[config.mk]
export PLATFORM = sky130hd
export DESIGN_NAME = x83_share_ctrl
export DESIGN_NICKNAME = d
export VERILOG_FILES = /design/src/rtl/x83_pkg.sv /design/src/rtl/x83_rr_arb.sv /design/src/rtl/x83_share_ctrl.sv
export SDC_FILE = /design/constraint.sdc
export NUM_CORES = 1
export LEC_CHECK = 0
export BUFFER_PORTS_ARGS = -buffer_cell sky130_fd_sc_hd__buf_2
export CAP_MARGIN = 20
export CORE_MARGIN = 2
export CORE_UTILIZATION = 53
export DETAILED_ROUTE_END_ITERATION = 8
export HOLD_SLACK_MARGIN = 0.12
export PLACE_DENSITY_LB_ADDON = 0.08
export SYNTH_ARGS = -nofsm -noshare
export SYNTH_HDL_FRONTEND = slang
export SYNTH_SLANG_ARGS = --single-unit
[constraint.sdc]
create_clock -name clk -period 8.99 [get_ports clk]
set_input_delay 0.899 -clock clk [delete_from_list [all_inputs] [get_ports clk]]
set_output_delay 0.899 -clock clk [all_outputs]
set_load 0.005 [all_outputs]
[src/rtl/x83_pkg.sv]
// x83_pkg: shared constants, state type and the x83 constant-multiply helper
// for the x83 multiplier-sharing controller.
//   DW / OW   : default operand / product widths
//   K         : the constant being multiplied by (83 = 1 + 2 + 16 + 64)
//   SHIFTS    : shift set whose shifted copies sum to K
//   x83_mul() : shift-add product in OW bits (operand zero-extended by caller)
package x83_pkg;

  localparam int unsigned DW      = 16;
  localparam int unsigned OW      = 24;
  localparam int unsigned K       = 83;
  localparam int unsigned N_SHIFT = 4;
  localparam int unsigned SHIFTS [N_SHIFT] = '{0, 1, 4, 6};

  typedef enum logic [0:0] {
    EMPTY = 1'b0,
    FULL  = 1'b1
  } x83_state_e;

  // d*83 as d + d<<1 + d<<4 + d<<6, wrapping in OW bits
  function automatic logic [OW-1:0] x83_mul(input logic [OW-1:0] d);
    logic [OW-1:0] acc;
    acc = '0;
    for (int unsigned i = 0; i < N_SHIFT; i++) begin
      acc = acc + (d << SHIFTS[i]);
    end
    return acc;
  endfunction

endpackage

[src/rtl/x83_rr_arb.sv]
// x83_rr_arb: combinational round-robin priority picker.
//   i_req [N_REQ] : request vector
//   i_ptr [IDW]   : highest-priority index; search runs upward and wraps
//   i_en          : when low, nothing is granted
//   o_gnt [N_REQ] : one-hot grant (zero when nothing granted)
//   o_idx [IDW]   : encoded index of the grant (0 when nothing granted)
//   o_any         : a grant was made
module x83_rr_arb #(
  parameter int unsigned N_REQ = 4,
  parameter int unsigned IDW   = $clog2(N_REQ)
) (
  input  logic [N_REQ-1:0] i_req,
  input  logic [IDW-1:0]   i_ptr,
  input  logic             i_en,
  output logic [N_REQ-1:0] o_gnt,
  output logic [IDW-1:0]   o_idx,
  output logic             o_any
);

  logic [IDW-1:0] w_j;

  // First requester at or after i_ptr, modulo N_REQ
  always_comb begin
    o_gnt = '0;
    o_idx = '0;
    o_any = 1'b0;
    w_j   = '0;
    if (i_en) begin
      for (int unsigned k = 0; k < N_REQ; k++) begin
        w_j = IDW'((32'(i_ptr) + k) % N_REQ);
        if (!o_any && i_req[w_j]) begin
          o_any      = 1'b1;
          o_gnt[w_j] = 1'b1;
          o_idx      = w_j;
        end
      end
    end
  end

endmodule

[src/rtl/x83_share_ctrl.sv]
// x83_share_ctrl: round-robin sharing of one x83 constant multiplier among
// N_REQ valid/ready requesters, with a single registered output slot.
//   clk, rst_n             : clock, asynchronous active-low reset
//   req_valid [N_REQ]      : per-requester operand valid
//   req_data  [N_REQ*DW]   : packed operands, requester i at [i*DW +: DW]
//   req_ready [N_REQ]      : combinational one-hot acceptance
//   out_valid/out_data/out_id/out_ready : registered result channel
// Optional build macro X83_STATS_EN adds stat_clr (in) and stat_cnt[15:0]
// (out), a saturating count of completed output handshakes.
module x83_share_ctrl
  import x83_pkg::x83_state_e, x83_pkg::EMPTY, x83_pkg::FULL, x83_pkg::x83_mul;
#(
  parameter int unsigned N_REQ = 4,
  parameter int unsigned DW    = x83_pkg::DW,
  parameter int unsigned OW    = x83_pkg::OW,
  parameter int unsigned IDW   = $clog2(N_REQ)
) (
  input  logic                clk,
  input  logic                rst_n,
  input  logic [N_REQ-1:0]    req_valid,
  input  logic [N_REQ*DW-1:0] req_data,
  output logic [N_REQ-1:0]    req_ready,
  output logic                out_valid,
  output logic [OW-1:0]       out_data,
  output logic [IDW-1:0]      out_id,
`ifdef X83_STATS_EN
  input  logic                stat_clr,
  output logic [15:0]         stat_cnt,
`endif
  input  logic                out_ready
);

  localparam int unsigned MW = x83_pkg::OW;

  x83_state_e       r_state;
  x83_state_e       w_state_nxt;
  logic [OW-1:0]    r_out_data;
  logic [IDW-1:0]   r_out_id;
  logic [IDW-1:0]   r_ptr;
  logic             w_slot_free;
  logic [N_REQ-1:0] w_gnt;
  logic [IDW-1:0]   w_idx;
  logic             w_any;
  logic [DW-1:0]    w_operand;
  logic [OW-1:0]    w_prod;

  // Slot is free when empty or being drained this cycle
  assign w_slot_free = (r_state == EMPTY) | (out_ready & out_valid);

  x83_rr_arb #(
    .N_REQ (N_REQ),
    .IDW   (IDW)
  ) u_arb (
    .i_req (req_valid),
    .i_ptr (r_ptr),
    .i_en  (w_slot_free),
    .o_gnt (w_gnt),
    .o_idx (w_idx),
    .o_any (w_any)
  );

  assign req_ready = w_gnt;

  // Operand of the granted requester through the shared multiplier
  assign w_operand = req_data[32'(w_idx) * DW +: DW];
  assign w_prod    = OW'(x83_mul(MW'(w_operand)));

  // State register
  always_ff @(posedge clk or negedge rst_n) begin
    if (!rst_n) r_state <= EMPTY;
    else        r_state <= w_state_nxt;
  end

  // Next state: a grant always fills the slot; a drain without grant empties it
  always_comb begin
    w_state_nxt = r_state;
    case (r_state)
      EMPTY:   if (w_any) w_state_nxt = FULL;
      FULL:    if (out_ready) w_state_nxt = w_any ? FULL : EMPTY;
      default: w_state_nxt = EMPTY;
    endcase
  end

  // Result register and round-robin pointer, updated only on a transfer
  always_ff @(posedge clk or negedge rst_n) begin
    if (!rst_n) begin
      r_out_data <= '0;
      r_out_id   <= '0;
      r_ptr      <= '0;
    end else if (w_any) begin
      r_out_data <= w_prod;
      r_out_id   <= w_idx;
      r_ptr      <= (32'(w_idx) == N_REQ - 1) ? '0 : w_idx + IDW'(1);
    end
  end

  assign out_valid = (r_state == FULL);
  assign out_data  = r_out_data;
  assign out_id    = r_out_id;

`ifdef X83_STATS_EN
  logic [15:0] r_stat_cnt;

  // Saturating handshake counter; clear has priority over increment
  always_ff @(posedge clk or negedge rst_n) begin
    if (!rst_n)                                   r_stat_cnt <= '0;
    else if (stat_clr)                            r_stat_cnt <= '0;
    else if (out_valid && out_ready && (r_stat_cnt != 16'hFFFF))
                                                  r_stat_cnt <= r_stat_cnt + 16'd1;
  end

  assign stat_cnt = r_stat_cnt;
`endif

endmodule

Word-level counts from Yosys, hierarchy flattened

Cells that the tools add are included.
Widths: inputs -> output; s select.

Input bits: 71
Memories kept: 0
Bits in read-only memories: 0
Latch bits: 0
Flip-flop bits (word level): 29
Output and inout port bits: 31
RAM bits: 0
Word-level logic and storage cells: 78

Equality and inequality tests: 1
Shift-type cells: 1
Bitwise logic cells: 6
Div/mod/pow operators: 0
Add/subtract/negate cells: 7
$lt $le $gt $ge: 8
Multipliers: 0
Muxes and demuxes: 41
Reduce and logical (&&, ||, !) cells: 10

Operators by type and width:

| operator            | count |
|---|---|
| $shiftx 64x7->16    | 1 |
| $mux 4              | 8 |
| $add 21x22->23      | 1 |
| $add 18x20->21      | 1 |
| $add 16x17->18      | 1 |
| $mux 1              | 18 |
| $lt 2x3->1 const B  | 4 |
| $mux 2              | 6 |
| $or 4x4->4          | 3 |
| $bmux 1 s2          | 4 |
| $demux 1 s2         | 4 |
| $ge 2x1->1 const B  | 4 |
| $logic_and 1x1->1   | 7 |
| $add 2x1->2 const B | 2 |
| $add 2x2->2 const B | 2 |
| $logic_not 1->1     | 3 |
| $eq 2x2->1 const B  | 1 |
| $pmux 1 s2          | 1 |
| $and 1x1->1         | 1 |
| $not 1->1           | 1 |
| $or 1x1->1          | 1 |

Depth between registers and ports, before layout

Depth after elaboration: 20
Mapped depth: 26
Mapped depth without buffers: 22

Modules after synthesis

Synthesis repeated with hierarchy kept, for this count alone.

Cells, all modules: 374
Area, all modules: 3,847.4 um^2

Modules (own cells, without submodules):

| module         | instances | cells each | area each (um^2) | seq. area each (um^2) |
|---|---|---|---|---|
| x83_share_ctrl | 1         | 289        | 3,161.8          | 700.7 |
| x83_rr_arb     | 1         | 85         | 685.7            | 0.0 |

Least setup slack after synthesis

OpenSTA, ideal clock, no wires.

Path kind: input to register
From: input req_valid[0]
To: register r_out_data[22], in the netlist out_data[22]
Arrival time: 5.845 ns
Required time: 8.853 ns
Path slack: 3.007 ns
Stages on the path: 21
Buffers on the path: 4
Setup time: 0.137 ns
Path through: buf_6 > mux4_2 > buf_2 > nor2_1 > nor2_1 > o21bai_1 > buf_6 > buf_2 > mux2_2 > fa_1 > fa_1 > inv_1 > ha_1 > and3_1 > a221oi_1 > nor2_1 > a21oi_1 > o211ai_1 > and2_1 > a2111oi_0 > nor3_1

Cells in the longest elaborated chain, start to end: 20
Elaborated cells on any way between the ends: 31
Classes of those cells: 3 x add/sub; 1 x shift; 21 x mux; 6 x reduce/logical

Ends and longest elaborated chain:

| item                         | line                 | RTL |
|---|---|---|
| start, declared              | x83_share_ctrl.sv:20 | `input logic [N_REQ-1:0] req_valid,` |
| $bmux 1 s2                   | x83_rr_arb.sv:31     | `if (!o_any && i_req[w_j]) begin` |
| $mux 1 (implied by the code) | x83_rr_arb.sv:31     |  |
| $mux 1                       | x83_rr_arb.sv:31     |  |
| $mux 1                       | x83_rr_arb.sv:28     | `if (i_en) begin` |
| $logic_not 1->1              | x83_rr_arb.sv:31     |  |
| $logic_and 1x1->1            | x83_rr_arb.sv:31     |  |
| $mux 1                       | x83_rr_arb.sv:31     |  |
| $mux 1                       | x83_rr_arb.sv:28     |  |
| [... 4 more ...]             | --                   |  |
| $logic_not 1->1              | x83_rr_arb.sv:31     |  |
| $logic_and 1x1->1            | x83_rr_arb.sv:31     |  |
| $mux 2                       | x83_rr_arb.sv:31     |  |
| $mux 2                       | x83_rr_arb.sv:28     |  |
| $shiftx 64x7->16             | x83_share_ctrl.sv:65 | `assign w_operand = req_data[32'(w_idx) * DW +: DW];` |
| $add 16x17->18               | x83_pkg.sv:25        | `acc = acc + (d << SHIFTS[i]);` |
| $add 18x20->21               | x83_pkg.sv:25        |  |
| $add 21x22->23               | x83_pkg.sv:25        |  |
| end signal, assigned         | x83_share_ctrl.sv:91 | `r_out_data <= w_prod;` |
| end, declared                | x83_share_ctrl.sv:37 | `logic [OW-1:0] r_out_data;` |

Parallel ways exist; a longest one is shown, timed or not. The select of a mux whose other input is x is not followed.
A chain may end at the register's enable or synchronous reset.

Final worst setup path

From: register r_ptr[0]
To: register r_out_data[22], in the netlist out_data[22]

Cells in the longest elaborated chain, start to end: 20
Elaborated cells on any way between the ends: 34
Classes of those cells: 6 x add/sub; 1 x shift; 21 x mux; 6 x reduce/logical

Ends and longest elaborated chain:

| item                         | line                 | RTL |
|---|---|---|
| start, declared              | x83_share_ctrl.sv:39 | `logic [IDW-1:0] r_ptr;` |
| start signal, assigned       | x83_share_ctrl.sv:93 | `r_ptr <= (32'(w_idx) == N_REQ - 1) ? '0 : w_idx + IDW'(1);` |
| $bmux 1 s2                   | x83_rr_arb.sv:31     |  |
| $mux 1 (implied by the code) | x83_rr_arb.sv:31     |  |
| $mux 1                       | x83_rr_arb.sv:31     |  |
| $mux 1                       | x83_rr_arb.sv:28     |  |
| $logic_not 1->1              | x83_rr_arb.sv:31     |  |
| $logic_and 1x1->1            | x83_rr_arb.sv:31     |  |
| $mux 1                       | x83_rr_arb.sv:31     |  |
| $mux 1                       | x83_rr_arb.sv:28     |  |
| [... 4 more ...]             | --                   |  |
| $logic_not 1->1              | x83_rr_arb.sv:31     |  |
| $logic_and 1x1->1            | x83_rr_arb.sv:31     |  |
| $mux 2                       | x83_rr_arb.sv:31     |  |
| $mux 2                       | x83_rr_arb.sv:28     |  |
| $shiftx 64x7->16             | x83_share_ctrl.sv:65 |  |
| $add 16x17->18               | x83_pkg.sv:25        |  |
| $add 18x20->21               | x83_pkg.sv:25        |  |
| $add 21x22->23               | x83_pkg.sv:25        |  |

Parallel ways exist; a longest one is shown, timed or not. The select of a mux whose other input is x is not followed.

==> metrics.yaml <==
status:
  status: "finished clean"
synth:
  synth_edf_count: 0
  synth.area.top_cells: "dfrtp_1 (19%), ha_1 (16%), mux2i_1 (8.5%), fa_1 (7.4%), inv_1 (4.8%)"
  synth_area_leader_cell: "dfrtp_1"
  synth_top_cell_area_share_pct: 18.6
  ys_ff_latch: 28
  yosysSeqAreaShare_pct: 18.6
  syn_nets: 543
  synthCells: 410
  yosysUniqueCellTypes: 52
  synth_commonest_cells: "ha_1 (48), inv_1 (48), nand2_1 (41)"
  syn_area_per_cell_um2: 9.20
  async_flop_share_pct: 100
  syn-cell-area_um2: 3770
  yosys_most_used_dff: "dfrtp_1"
  yosysWarnings: 0
final_layout:
  drive_above_1_share_pct: 27.2
  area_growth_pct: 14.4
  nFillCells: 626
  n_antenna_cell: 0
  fin_nets: 632
  final_area_um2: 4320
setup_path:
  crit_slowest_cell: "dfrtp_1"
  crit_path_max_fanout: 35
  end_kind: "register"
  critical_path.max_stage_delay_ns: 0.69
  crit_type: "reg2reg"
  cp.required_ns: 9.13
  crit_chain: "inv_1 > ha_1 > mux4_1 > nand2b_4 > nor3_4 > o21ai_4 > buf_4 > mux2i_1 > mux2i_4 > xnor2_1 > ha_1 > inv_1 > fa_1 > inv_1 > ha_1 > a21oi_1 > o221a_2 > o21ai_0 > a41oi_1 > o211ai_1 > and2_1 > a2111oi_0 > nor3_1"
  cp.arrival_ns: 6.52
  start_kind: "register"
detailed_routing:
  vias: 3020
  avgViaCountPerCell: 5.09
  wl_per_cell_um: 12.6
  wl_um: 7480
  drt_iter0_markers: 113
  drcViolationCount: 0
  ant_nets: 0
  drt-pass1-iter-count: 4
die:
  core_area_um2: 6830
  die_h_um: 88.4
  die-area_um2: 7810
  rows: 30
  die_w_um: 88.4
  start_util_pct: 55.2
  io_pins: 102
global_routing:
  grt_use_total_pct: 20.5
  grt_first_pass_wirelength_um: 13000
  overflow: 0
  antenna_found_initial: 0
  grt_use_met3_pct: 0.933
  met2_usage_pct: 31.8
  grt_start_max_net_pins: 46
  grt_pass1_vias: 2837
  top_usage_layer: "met1"
  global_route.usage.met1_pct: 32.0
flow_run:
  drv_cap: 0
place:
  numPortBuffers: 100
  dp_hpwl_um: 6350
  gp_congestion: 0.903
  dpl_cell_area_um2: 4280
  place_ws_ns: 2.60
cts:
  postCtsHoldBufs: 0
  ctsResizeCount: 0
  cts_root_buffer: "clkbuf_8"
  tritoncts: "done"
  cts.sinks: 28
  htreeDepth: 1
  clkLatencyLatePin_ns: 0.27
  post-cts-setup-buffers: 0
  cts_buffer_depth: 2
  clkTransAtPathRegs_ns: 0.09
  cts_made_buffers: 3
timing:
  slew_viol_final: 0
  worst_pin_slew_ns: 0.688
  slew-limit-headroom_pct: 54.2
  fin_crit_ns: 6.37
  setup_violations: 0
  finalCritPeriodShare_pct: 70.9
  rsz0062_at_grt: "no"
  fin_worst_skew_ns: 0.00482
  fmax_ghz: 0.157
  hold_violations: 0
  fin_ws_ns: 2.62
  tns_ns: 0
min_path:
  hold_class: "reg2reg"
-- through the flow --
step / std cells / hold slack (ns) / util, %
finish: 593 / 0.471 / 63.2
global route: 593 / 0.498 / 63.2
CTS: 593 / 0.480 / 63.2
detailed placement: 590 / 0.459 / 62.6
global placement: 590 / 0.452 / 62.6
floorplan: 410 / 0.470 / -
-- path summary, 6_finish.rpt --
kind | startpoint | slack [ns] | cells after the start | endpoint
worst max-delay path | r_ptr[0] | 2.62 | 23 | out_data[22]
worst min-delay path | out_data[4] | 0.47 | 2 | out_data[4]
worst max register to register | r_ptr[0] | 2.62 | 23 | out_data[22]
worst min register to register | out_data[4] | 0.47 | 2 | out_data[4]
max in group asynchronous | rst_n | 7.98 | 1 | out_data[8]
min in group asynchronous | rst_n | 0.63 | 1 | out_id[1]
-- layer usage --
metal | routed length (um) | up-vias | share of wire, %
met5 | 0 | - | 0
met4 | 54 | 0 | 0.72
met3 | 376 | 5 | 5.0
met2 | 3180 | 96 | 43
met1 | 3870 | 1337 | 52
li1 | - | 1582 | -
-- cells in the final DEF, fill, tap and decap left out, types with 12 or more instances in the layout --
master   count
inv_1       48
xnor2_1     17
o21ai_0     22
a21oi_1     14
ha_1        48
mux2i_1     32
buf_2      100
nor2_1      26
xor2_1      12
nand2_1     41
dfrtp_1     28
fa_1        14
-- cells by family (layout without fill, tap and decap cells) --
kind of cell	count (synthesis)	in the layout	share of synthesized area, %
mux	54	54	17.6
flops	28	28	18.6
fa+ha+maj	64	64	23.9
simple gates	89	89	10.5
buf+inv	66	153	8.62
xor+xnor	30	30	7.16
compound gates	78	78	13.5
other cells	1	1	0.0994
-- state kept, by name, summed over array words and instances, names as in the netlist --
name       cells
out_data      23
out_id         2
out_valid      1
r_ptr          2
-- area by class of cell --
| class | instances | area [um2] | share of cell area [%] |
|---|---|---|---|
| multi-input combinational | 316 | 2760 | 63.9 |
| clock buffer | 3 | 41.3 | 0.957 |
| inverter | 48 | 180 | 4.17 |
| sequential | 28 | 701 | 16.2 |
| timing repair buffer | 102 | 515 | 11.9 |
| tap | 96 | 120 | 2.78 |
-- worst max-delay path: cells and delay by family (launching register included) --
kind	cells	cell delay (ns)
mux	3	0.92
flops	1	0.69
compound gates	7	1.60
fa+ha+maj	4	1.57
simple gates	4	0.50
buf+inv	4	0.79
xor+xnor	1	0.16
Power is left out: the tool's default activity adds up to more than one toggle a clock period on the data nets, which glitch-free logic cannot reach.
